File: src/rtl/camera_ctrl.sv
`default_nettype none
// ============================================================================
//  Module      : camera_ctrl
//  Description : Pixel-array camera sequencer. Erases in IDLE, exposes for
//                exp_time*UNIT_CYCLES cycles, then runs an 8-phase two-row
//                readout with ADC strobes. Exposure is adjustable in IDLE.
//  Revision    : 1.0 - initial release
// ============================================================================
module camera_ctrl #(
  parameter int unsigned EXP_MIN     = 2,
  parameter int unsigned EXP_MAX     = 30,
  parameter int unsigned EXP_DEFAULT = 2,
  parameter int unsigned UNIT_CYCLES = 1
) (
  input  logic       clk,
  input  logic       reset,
  input  logic       init,
  input  logic       exp_increase,
  input  logic       exp_decrease,
  output logic       erase,
  output logic       expose,
  output logic       nre_1,
  output logic       nre_2,
  output logic       adc,
  output logic [4:0] exp_time,
  output logic       busy,
  output logic       frame_done
);

  localparam int unsigned c_CNT_W = $clog2(EXP_MAX * UNIT_CYCLES + 1);
  localparam logic [4:0]  c_EXP_MIN     = 5'(EXP_MIN);
  localparam logic [4:0]  c_EXP_MAX     = 5'(EXP_MAX);
  localparam logic [4:0]  c_EXP_DEFAULT = 5'(EXP_DEFAULT);
  localparam logic [c_CNT_W-1:0] c_CNT_ONE = c_CNT_W'(1);

  typedef enum logic [1:0] {
    S_IDLE    = 2'd0,
    S_EXPOSE  = 2'd1,
    S_READOUT = 2'd2
  } state_t;

  state_t               r_state;
  logic [c_CNT_W-1:0]   r_exp_cnt;
  logic [2:0]           r_phase;
  logic [4:0]           r_exp_time;
  // {erase, expose, nre_1, nre_2, adc, busy, frame_done}
  logic [6:0]           r_outs;
  logic [c_CNT_W-1:0]   w_exp_last;

  // Output pattern for a given state/phase. Row enables never overlap and
  // the ADC strobe sits in the middle of each row's three-cycle window.
  function automatic logic [6:0] f_decode(input state_t s, input logic [2:0] ph);
    logic [6:0] v;
    v = 7'b1011000;
    case (s)
      S_EXPOSE:  v = 7'b0111010;
      S_READOUT: begin
        v[6] = 1'b0;
        v[5] = 1'b0;
        v[4] = !(ph <= 3'd2);
        v[3] = !((ph >= 3'd4) && (ph <= 3'd6));
        v[2] = (ph == 3'd1) || (ph == 3'd5);
        v[1] = 1'b1;
        v[0] = (ph == 3'd7);
      end
      default:   v = 7'b1011000;
    endcase
    return v;
  endfunction

  // Last exposure count value; exp_time >= EXP_MIN >= 1 so never underflows.
  assign w_exp_last = c_CNT_W'(32'(r_exp_time) * UNIT_CYCLES - 32'd1);

  // Sequencer: state, counters, exposure setting and registered outputs.
  always_ff @(posedge clk) begin
    if (reset) begin
      r_state    <= S_IDLE;
      r_exp_cnt  <= '0;
      r_phase    <= 3'd0;
      r_exp_time <= c_EXP_DEFAULT;
      r_outs     <= f_decode(S_IDLE, 3'd0);
    end else begin
      case (r_state)
        S_IDLE: begin
          if (init) begin
            r_state   <= S_EXPOSE;
            r_exp_cnt <= '0;
            r_outs    <= f_decode(S_EXPOSE, 3'd0);
          end else if (exp_increase && !exp_decrease) begin
            if (r_exp_time < c_EXP_MAX) r_exp_time <= r_exp_time + 5'd1;
          end else if (exp_decrease && !exp_increase) begin
            if (r_exp_time > c_EXP_MIN) r_exp_time <= r_exp_time - 5'd1;
          end
        end
        S_EXPOSE: begin
          if (r_exp_cnt == w_exp_last) begin
            r_state   <= S_READOUT;
            r_exp_cnt <= '0;
            r_phase   <= 3'd0;
            r_outs    <= f_decode(S_READOUT, 3'd0);
          end else begin
            r_exp_cnt <= r_exp_cnt + c_CNT_ONE;
          end
        end
        S_READOUT: begin
          if (r_phase == 3'd7) begin
            r_state <= S_IDLE;
            r_phase <= 3'd0;
            r_outs  <= f_decode(S_IDLE, 3'd0);
          end else begin
            r_phase <= r_phase + 3'd1;
            r_outs  <= f_decode(S_READOUT, r_phase + 3'd1);
          end
        end
        default: begin
          r_state   <= S_IDLE;
          r_exp_cnt <= '0;
          r_phase   <= 3'd0;
          r_outs    <= f_decode(S_IDLE, 3'd0);
        end
      endcase
    end
  end

  assign {erase, expose, nre_1, nre_2, adc, busy, frame_done} = r_outs;
  assign exp_time = r_exp_time;

endmodule
`default_nettype wire
File: config.mk
export PLATFORM = sky130hd
export DESIGN_NAME = camera_ctrl
export DESIGN_NICKNAME = d
export VERILOG_FILES = /design/src/rtl/camera_ctrl.sv
export SDC_FILE = /design/constraint.sdc
export NUM_CORES = 1
export LEC_CHECK = 0
export BUFFER_PORTS_ARGS = -buffer_cell sky130_fd_sc_hd__buf_4
export CORE_UTILIZATION = 45
export DETAILED_ROUTE_END_ITERATION = 8
export SLEW_MARGIN = 10
export SYNTH_ARGS = -nofsm -noshare
export SYNTH_HDL_FRONTEND = slang
export SYNTH_SLANG_ARGS = --single-unit
File: constraint.sdc
create_clock -name clk -period 2.5 [get_ports clk]
set_input_delay 0.5 -clock clk [delete_from_list [all_inputs] [get_ports clk]]
set_output_delay 0.5 -clock clk [all_outputs]
set_load 0.02 [all_outputs]
Yosys cells after proc, flatten, opt, wreduce, memory -nomap -nowiden
Cells that the tools add are included.

Register bits after elaboration: 22. Output and inout port bits: 12. Logic and storage cells: 63.

Add/sub/neg operators: 5. Order comparisons: 5. Equality and inequality tests: 11. Multiplexer cells: 18. Bitwise logic cells: 3. Reduce and logical (&&, ||, !) cells: 16.

Operators by type and width (number): $mux W5 (6); $mux W7 (3); $pmux W7 S3 (1); $pmux W5 S3 (1); $add A5 B1 Y5 const B (2); $sub A5 B1 Y5 const B (2); $eq A3 B3 Y1 const B (3); $pmux W3 S3 (1); $mux W2 (3); $mux W3 (2); $ne A2 B2 Y1 const B (3); $pmux W2 S3 (1); $reduce_and A2 Y1 (3); $eq A5 B5 Y1 (1); $gt A5 B2 Y1 const B (1); $lt A5 B5 Y1 const B (1); $reduce_and A5 Y1 (1); $logic_not A1 Y1 (4); $reduce_bool A2 Y1 (2); $add A3 B1 Y3 const B (1); $eq A3 B1 Y1 const B (1); $ge A3 B3 Y1 const B (1); $le A3 B2 Y1 const B (1); $le A3 B3 Y1 const B (1); other kinds (8) (12).

Logic depth before layout (Yosys ltp)
Gate-level depths: netlist of run 1.

Depth after elaboration: 6. Mapped depth: 8. Depth with buffers taken out: 7.

Least setup slack after synthesis of run 1
No wires, ideal clock.

Path type: reg-to-reg. From: reg r_exp_time[0] (netlist: exp_time[0]). To: reg r_outs[4]. Data arrival time: 2.053 ns. Path slack: 0.325 ns. Stages on the path, launching flop included: 8. Buffers on the path: 0. Clock period less this slack: 2.175 ns. Cell sequence: dfxtp_1 > inv_1 > ha_1 > xnor2_1 > a211oi_2 > o311ai_2 > o21ba_4 > a221o_1.

Longest elaborated chain between the ends: 4.

RTL lines: start, declared (line 45) `logic [4:0] r_exp_time;`; start signal, assigned (line 80) `r_exp_time <= c_EXP_DEFAULT;`; start signal, assigned (line 90) `if (r_exp_time < c_EXP_MAX) r_exp_time <= r_exp_time + 5'd1;`; start signal, assigned (line 92) `if (r_exp_time > c_EXP_MIN) r_exp_time <= r_exp_time - 5'd1;`; $sub A5 B1 Y5 (line 72) `assign w_exp_last = c_CNT_W'(32'(r_exp_time) * UNIT_CYCLES - 32'd1);`; $eq A5 B5 Y1 (line 96) `if (r_exp_cnt == w_exp_last) begin`; $ne A2 B2 Y1 (no line); $reduce_and A2 Y1 (no line); end signal, assigned (line 81) `r_outs <= f_decode(S_IDLE, 3'd0);`; end signal, assigned (line 100) `r_outs <= f_decode(S_READOUT, 3'd0);`; end signal, assigned (line 109) `r_outs <= f_decode(S_IDLE, 3'd0);`; end, declared (line 47) `logic [6:0] r_outs;`.

No other way between the ends. A chain may end at the register's enable or synchronous reset.

Final worst setup path of run 1
Ends and elaborated chain as after synthesis.

==> results.cfg, run 1 <==
[synth]
async_flop_share_pct = 0
yosysSeqAreaShare_pct = 34.82
syn_nets = 159
ys_ff_latch = 22
synth-edff-count = 0
yosysWarnings = 0
synthTopCellsByArea = dfxtp_1, ha_1, nor2_1, xnor2_1, inv_1
syn_area_um2 = 1265
synthDistinctLibCells = 42
synth_ff_type = dfxtp_1
synth_top_area_share_pct = 34.82
yosysTopAreaCell = dfxtp_1
synth_area_per_cell_um2 = 8.724
synthCells = 145

[clocking]
cts_resized = 0
post-cts-setup-buffer-count = 0
clock_latency_ps = 320
clk_pin_slew_worst_paths_ps = 140
htreeDepth = 1
hold_buffers = 0
clock-root-buffer = clkbuf_4
cts_sinks = 22
cts_tree = done
clock_path_buffers = 2
cts_made_buffers = 3

[power_and_ir_drop]
switchingPower_w = 0.0002214
p_seq_share_pct = 47.5
p_leak_nw = 0.5721
p_sw_share_pct = 27.20
clockPowerShare_pct = 34.3
p_int_w = 0.0005925
power_frac_comb_pct = 18.2
ir_drop_mv = 0.3777
p_per_area_nw_per_um2 = 562.2

[worst_hold_path]
min_from = init
hold_depth = 3
hold_path_class = primary input to flip-flop
worstHoldEndpoint = r_state[0]

[outcome]
outcome = finished, final reports clean

[timing]
fmax_mhz = 445.9
whs_ps = 424.3
finalMaxSlewViolations = 0
fin_worst_skew_ps = 12.57
finalSetupViolCount = 0
period_share_pct = 89.70
worst_slew_margin_rel_pct = 63.98
tightest_slew_ps = 538.3
hold_violations = 0
min_period_ps = 2242
worst_slack_ps = 257.6
setup_tns_ps = 0
rsz0062_at_grt = false

[floorplan]
die_h_um = 55.02
start_util_pct = 49.27
fp-row-count = 18
dieArea_um2 = 3027
coreArea_um2 = 2567
io_pins = 17
die_w_um = 55.02

[route]
vias = 1070
drt-initial-drc-count = 28
remaining_drc_errors = 0
via_per_inst = 5.632
wl_per_cell_um = 14.43
drtAntennaViolNets = 0
firstDrtPassIters = 4
drt-total-wl_um = 2741

[global_routing]
grt_start_max_net_pins = 21
grt_pass1_vias = 895
grt_antenna_before_repair = 0
gr-usage-all-layers_pct = 19.19
grt_pass1_wl_um = 4153
grt_overflow = 0

[worst_setup_path]
critical-path-top-delay-family = compound AO/OA/AOI/OAI gates
cp_max_fo = 8
slowest_delay_ps = 520
end_kind = flip-flop
cp_data_arrival_time_ps = 2470
worstSetupStartpointType = flip-flop
cp_num_buf_inv = 1
r2r_slack_ps = 260
cp.required_ps = 2730
worstReg2RegStart = exp_time[0]
path_class = flip-flop to flip-flop
r2r_end = r_outs[4]
crit_path_cell_trace = inv_1 -> ha_1 -> xnor2_1 -> a211oi_2 -> o311ai_2 -> o21ba_4 -> a221o_1
cpMaxStageDelayCell = dfxtp_1
reg2reg_depth = 7

[flow_run]
maxCapViolations = 0

[placed_design]
dpl.hpwl_um = 1949
io_buffers = 16
dp_worst_setup_slack_ps = 274.6
postPlaceCellArea_um2 = 1395
gp_congestion = 0.7273

[final_layout]
areaGrowthSynthToFinish_pct = 14.44
post-route-util_pct = 56.38
final_nets = 175
fin_area_um2 = 1448
drive_above_1_share_pct = 18.13
num_antenna_cells = 0
[metal layers]
metal	vias to the layer above	global-route usage (%)	share of wire, %	routed length (µm)
li1	543	-	-	-
met1	511	28.90	53	1449
met2	14	28.51	44	1215
met3	2	2.732	2.1	57
met4	0	4.167	0.69	19
met5	-	0	0	0
[flip-flops by register name, indices dropped and copies added (netlist names)]
name       cells
exp_time       5
r_exp_cnt      5
r_outs         7
r_phase        3
r_state        2
[worst min-delay path: cells and delay by family]
kind,cells,cell delay (ps)
simple gates,2,120
buf+inv,1,100
[cell type report]
cell class / instances / area, µm²
Clock buffer: 3 / 22.52
Clock inverter: 1 / 30.03
Fill cell: 243 / 1120
Inverter: 10 / 37.54
Multi-Input combinational cell: 107 / 752.0
Sequential cell: 22 / 440.4
Tap cell: 30 / 37.54
Timing Repair Buffer: 17 / 127.6
[worst max-delay path by stage]
stage | end | start | cells after the start | slack [ps]
2_1_floorplan | r_outs[4] | exp_time[0] | 7 | 320
3_3_place_gp | r_outs[4] | exp_time[0] | 7 | 400
3_5_place_dp | r_outs[4] | exp_time[0] | 7 | 270
4_1_cts | r_outs[4] | exp_time[0] | 7 | 260
5_1_grt | r_outs[4] | exp_time[0] | 7 | 150
6_report | r_outs[4] | exp_time[0] | 7 | 260
[stage by stage]
stage	cells	power, W
floorplan	145	0.0004935
global placement	186	0.0005384
detailed placement	186	0.0005410
CTS	190	0.0008171
global route	190	0.0008462
finish	190	0.0008139
[cells in the final DEF, fill, tap and decap left out, types with 2 or more instances in the layout]
master,count
a21oi_1,3
dfxtp_1,22
nor2_1,18
nand2_1,10
nand4b_1,2
a32oi_1,2
xor2_1,4
o21ai_0,5
xnor2_1,7
buf_4,17
or2_2,2
clkbuf_4,3
ha_1,9
nor3_1,3
nand3_1,5
a31oi_1,4
a211o_1,2
a21boi_0,2
nand2b_1,3
a211oi_1,2
or4_1,2
nand3b_1,2
inv_1,10
mux2i_1,2
nand4_1,3
[Yosys cell counts, types with 2 or more instances]
cell and n:
nor2_1 18, nand4b_1 2, or4_1 2, a211oi_1 2
or2_2 2, xor2_1 4, a21boi_0 2, inv_1 10
nand2_1 10, nand3b_1 2, mux2i_1 2, nand3_1 5
a32oi_1 2, a211o_1 2, a21oi_1 3, nor3_1 3
nand2b_1 3, ha_1 9, xnor2_1 7, a31oi_1 4
dfxtp_1 22, clkbuf_1 3, o21ai_0 5, nand4_1 3
[cell families after synthesis]
family | share of synthesized area (%)
muxes | 2.473
xor gates and xnor gates | 7.616
and+or+nand+nor | 22.35
DFF | 34.82
adders and majority gates | 8.902
buffers and inverters | 5.737
AOI/OAI and AO/OA | 18.10
[power by group through the flow]
stage | Combinational [W] | Sequential, W | Clock, W
finish | 0.000148 | 0.000387 | 0.000279
global route | 0.000162 | 0.000391 | 0.000293
CTS | 0.000148 | 0.000386 | 0.000283
detailed placement | 0.000147 | 0.000394 | 0
global placement | 0.000145 | 0.000393 | 0
floorplan | 0.0000909 | 0.000403 | 0
Note: power is estimated with default switching activity, not from simulation.
==> run 2, diff against run 1 <==
--- a/config.mk
+++ b/config.mk
@@ -8,6 +8,7 @@
 export BUFFER_PORTS_ARGS = -buffer_cell sky130_fd_sc_hd__buf_4
 export CORE_UTILIZATION = 45
 export DETAILED_ROUTE_END_ITERATION = 8
+export RECOVER_POWER = 25
 export SLEW_MARGIN = 10
 export SYNTH_ARGS = -nofsm -noshare
 export SYNTH_HDL_FRONTEND = slang
==> results.cfg, run 2 (synthesis gave the netlist of run 1 again) <==
[floorplan]
fp-row-count = 18
die_h_um = 55.02
start_util_pct = 49.27
dieArea_um2 = 3027
coreArea_um2 = 2567
die_w_um = 55.02
io_pins = 17

[worst_setup_path]
reg2reg_depth = 7
cpMaxStageDelayCell = dfxtp_1
cp_data_arrival_time_ps = 2470
end_kind = flip-flop
slowest_delay_ps = 520
worstReg2RegStart = exp_time[0]
r2r_end = r_outs[4]
crit_path_cell_trace = inv_1 -> ha_1 -> xnor2_1 -> a211oi_2 -> o311ai_2 -> o21ba_4 -> a221o_1
r2r_slack_ps = 260
worstSetupStartpointType = flip-flop
path_class = flip-flop to flip-flop
cp_num_buf_inv = 1
cp_max_fo = 8
crit_path_start = exp_time[0]
worst-path-stages = 7
cp.required_ps = 2730
critical-path-top-delay-family = compound AO/OA/AOI/OAI gates
cp-endpoint = r_outs[4]

[timing]
fin_worst_skew_ps = 12.59
tightest_slew_ps = 538.3
hold_violations = 0
period_share_pct = 89.70
min_period_ps = 2242
finalSetupViolCount = 0
worst_slew_margin_rel_pct = 63.98
setup_tns_ps = 0
fmax_mhz = 445.9
rsz0062_at_grt = false
finalMaxSlewViolations = 0

[outcome]
outcome = finished, final reports clean

[clocking]
clock_latency_ps = 320
hold_buffers = 0
cts_resized = 0
clock-root-buffer = clkbuf_4
cts_tree = done
post-cts-setup-buffer-count = 0
clk_pin_slew_worst_paths_ps = 140
clock_path_buffers = 2
htreeDepth = 1
cts_made_buffers = 3
cts_sinks = 22

[route]
firstDrtPassIters = 4
drtAntennaViolNets = 0
drt-total-wl_um = 2750
vias = 1069
drt-initial-drc-count = 28
via_per_inst = 5.626
remaining_drc_errors = 0
wl_per_cell_um = 14.47

[final_layout]
largest_register_ffs = 7
final_nets = 175
num_antenna_cells = 0
drive_above_1_share_pct = 13.13
final_cell_mix = dfxtp_1, nor2_1, inv_1, nand2_1
fin_area_um2 = 1418
final_common_cell = dfxtp_1
areaGrowthSynthToFinish_pct = 12.07
fill_cells = 254
regMostFlops = r_outs

[worst_hold_path]
hold_path_class = primary input to flip-flop

[power_and_ir_drop]
ir_drop_mv = 0.3707
p_leak_nw = 0.5420
p_per_area_nw_per_um2 = 569.3

[global_routing]
groute.layer.met2.usage_pct = 28.51
grt_pass1_wl_um = 4153
use_met1_pct = 28.90
grt_start_max_net_pins = 21
grt_pass1_vias = 895
gr-usage-all-layers_pct = 19.19
use_met3_pct = 2.732
grt_overflow = 0
grt_antenna_before_repair = 0
gr-max-usage-layer = met1

[placed_design]
postPlaceCellArea_um2 = 1395
gp_congestion = 0.7273
dpl.hpwl_um = 1949
io_buffers = 16

[flow_run]
maxCapViolations = 0
run 2: changes by cell type in the layout (fill, tap and decap cells not counted), sizes merged:
cell    delta
buf        -8
clkbuf     +8
run 2: worst register-to-register path, stage by stage (launching register included):
cell and delay [ps]:
dfxtp_1 520, inv_1 130, ha_1 350, xnor2_1 150, a211oi_2 240, o311ai_2 180, o21ba_4 250, a221o_1 340
run 2: worst min-delay path by stage:
stage | startpoint | to | slack [ps] | cells past startpoint
after floorplan | r_exp_cnt[0] | r_exp_cnt[0] | 480 | 2
after global placement | r_outs[6] | r_outs[6] | 450 | 1
after detailed placement | r_outs[6] | r_outs[6] | 460 | 1
after CTS | init | r_state[0] | 420 | 3
after global routing | init | r_state[0] | 440 | 3
final | init | r_state[0] | 420 | 3
run 2: layout make-up:
cell class	count	area [µm²]	share of cell area, %
repair buffers	17	97.59	6.884
clock inverters	1	30.03	2.118
flip-flops and latches	22	440.4	31.07
inverters	10	37.54	2.648
clock buffers	3	22.52	1.589
well taps	30	37.54	2.648
multi-input cells	107	752.0	53.04
run 2: layer usage:
layer  wire [µm]  vias to the layer above
met4          19                        0
met3          62                        2
met5           0                        -
met2        1213                       14
met1        1455                      510
li1            -                      543
run 2: through the flow:
stage               util [%]  worst slack [ps]  power (W)  instances  hold WS, ps
global placement       54.34             395.3  0.0005384        186        454.8
detailed placement     54.34             274.6  0.0005410        186        457.8
floorplan                  -             324.8  0.0004935        145        480.8
global route           55.21             153.2  0.0008390        190        435.3
CTS                    56.38             257.0  0.0008171        190        423.2
finish                 55.21             257.6  0.0008071        190        424.1
run 2: power by group:
group          switching [W]  internal, W  total (W)  leakage [nW]
Sequential         0.0000190     0.000368   0.000386         0.179
Combinational      0.0000852    0.0000559   0.000141         0.335
Clock               0.000117     0.000162   0.000279        0.0279
==> run 3, diff against run 2 <==
==> constraint.sdc (replaced) <==
create_clock -name clk -period 2.5 [get_ports clk]
set_input_delay 0 -clock clk [delete_from_list [all_inputs] [get_ports clk]]
set_output_delay 0 -clock clk [all_outputs]
set_load 0.02 [all_outputs]
==> results.cfg, run 3 (synthesis gave the netlist of run 1 again) <==
[clocking]
htreeDepth = 1
cts_made_buffers = 3
clock_path_buffers = 2
cts_sinks = 22
cts_tree = done
clk_pin_slew_worst_paths_ps = 130
clock_latency_ps = 320
clock-root-buffer = clkbuf_4
post-cts-setup-buffer-count = 0

[worst_hold_path]
hold_path_class = primary input to flip-flop

[worst_setup_path]
cp_max_fo = 8
cpMaxStageDelayCell = dfxtp_1
cp_data_arrival_time_ps = 2450
cp.required_ps = 2730
end_kind = flip-flop
crit_path_cell_trace = inv_1 -> ha_1 -> xnor2_1 -> a211oi_2 -> o311ai_2 -> o21ba_4 -> a221o_1
worstSetupStartpointType = flip-flop
path_class = flip-flop to flip-flop
slowest_delay_ps = 520

[route]
wl_per_cell_um = 13.76
drtAntennaViolNets = 0
vias = 1061
highest_layer = met4
firstDrtPassIters = 4
remaining_drc_errors = 0
dr_wl_met2_um = 1061
drt-total-wl_um = 2641
drt-initial-drc-count = 23
via_per_inst = 5.526
met3WireLength_um = 92
wl_met1_um = 1445

[floorplan]
start_util_pct = 49.27
fp-row-count = 18
coreArea_um2 = 2567
io_pins = 17
die_h_um = 55.02
die_w_um = 55.02
dieArea_um2 = 3027

[power_and_ir_drop]
p_leak_nw = 0.5503
ir_drop_mv = 0.3717
p_per_area_nw_per_um2 = 563.9

[final_layout]
multiInputGateArea_um2 = 752.0
final_nets = 177
fill_cells = 252
post-route-util_pct = 55.99
drive_above_1_share_pct = 12.96
largest_register_ffs = 7
areaGrowthSynthToFinish_pct = 13.65
final_common_cell = dfxtp_1
final_cell_mix = dfxtp_1, nor2_1, inv_1, nand2_1
num_antenna_cells = 0
regArea_um2 = 440.4
regMostFlops = r_outs

[timing]
fmax_mhz = 449.5
period_share_pct = 88.99
tightest_slew_ps = 519.5
hold_violations = 0
fin_worst_skew_ps = 1.473
setup_tns_ps = 0
finalMaxSlewViolations = 0
min_period_ps = 2225
worst_slew_margin_rel_pct = 65.24
rsz0062_at_grt = false
finalSetupViolCount = 0

[global_routing]
grt_pass1_wl_um = 4043
grt_overflow = 0
gr-usage-all-layers_pct = 19.15
grt_pass1_vias = 845
grt_start_max_net_pins = 21
grt_antenna_before_repair = 0

[outcome]
outcome = finished, final reports clean

[flow_run]
maxCapViolations = 0

[placed_design]
dpl.hpwl_um = 1866
gp_congestion = 0.7209
io_buffers = 16
## run 3: changes by cell type in the layout (fill, tap and decap cells not counted)
cell	before	now
dlygate4sd3_1	0	2
## run 3: report_power, final
part | switching (W) | internal (W)
Clock | 0.000121 | 0.000162
Sequential | 0.0000186 | 0.000367
Combinational | 0.0000835 | 0.0000580
## run 3: final timing paths
check	from	endpoint	slack [ps]	cells past startpoint
worst min-delay path	exp_increase	exp_time[1]	330	4
worst max register to register	exp_time[0]	r_outs[4]	280	7
worst min register to register	r_outs[1]	r_outs[1]	460	2
worst max-delay path	exp_time[0]	r_outs[4]	280	7
## run 3: worst max-delay path, delay by kind of cell (launching register included)
| family | cells | cell delay, ps |
|---|---|---|
| AOI/OAI and AO/OA | 4 | 1000 |
| buffers and inverters | 1 | 120 |
| adders and majority gates | 1 | 350 |
| xor gates and xnor gates | 1 | 150 |
| DFF | 1 | 520 |
## run 3: metrics by stage
| stage | worst slack (ps) | std cells | hold WS (ps) | area (µm²) | power, W |
|---|---|---|---|---|---|
| after floorplan | 324.8 | 145 | 129.4 | 1265 | 0.0004935 |
| after global placement | 392.0 | 186 | 254.9 | 1395 | 0.0005382 |
| after detailed placement | 297.7 | 186 | 262.2 | 1395 | 0.0005393 |
| after CTS | 283.6 | 192 | 322.8 | 1468 | 0.0008257 |
| after global routing | 160.1 | 192 | 378.3 | 1438 | 0.0008472 |
| final | 275.2 | 192 | 332.6 | 1438 | 0.0008106 |
## run 3: final cells by class
cell class / count / share of cell area, %
clock buffer: 3 / 1.567
clock inverter: 1 / 2.089
inverter: 10 / 2.611
multi-input combinational: 107 / 52.31
sequential: 22 / 30.64
tap: 30 / 2.611
timing repair buffer: 19 / 8.181
## run 3: what timing repair did
action,CTS,global route
endpoints found under the hold margin,8,0
resized for setup,0,0
hold buffers,2,0
## run 3: metal layers
layer | global-route usage, % | up-vias
met3 | 2.459 | 6
met5 | 0 | -
met1 | 28.95 | 484
met4 | 8.750 | 0
li1 | - | 549
met2 | 26.31 | 22
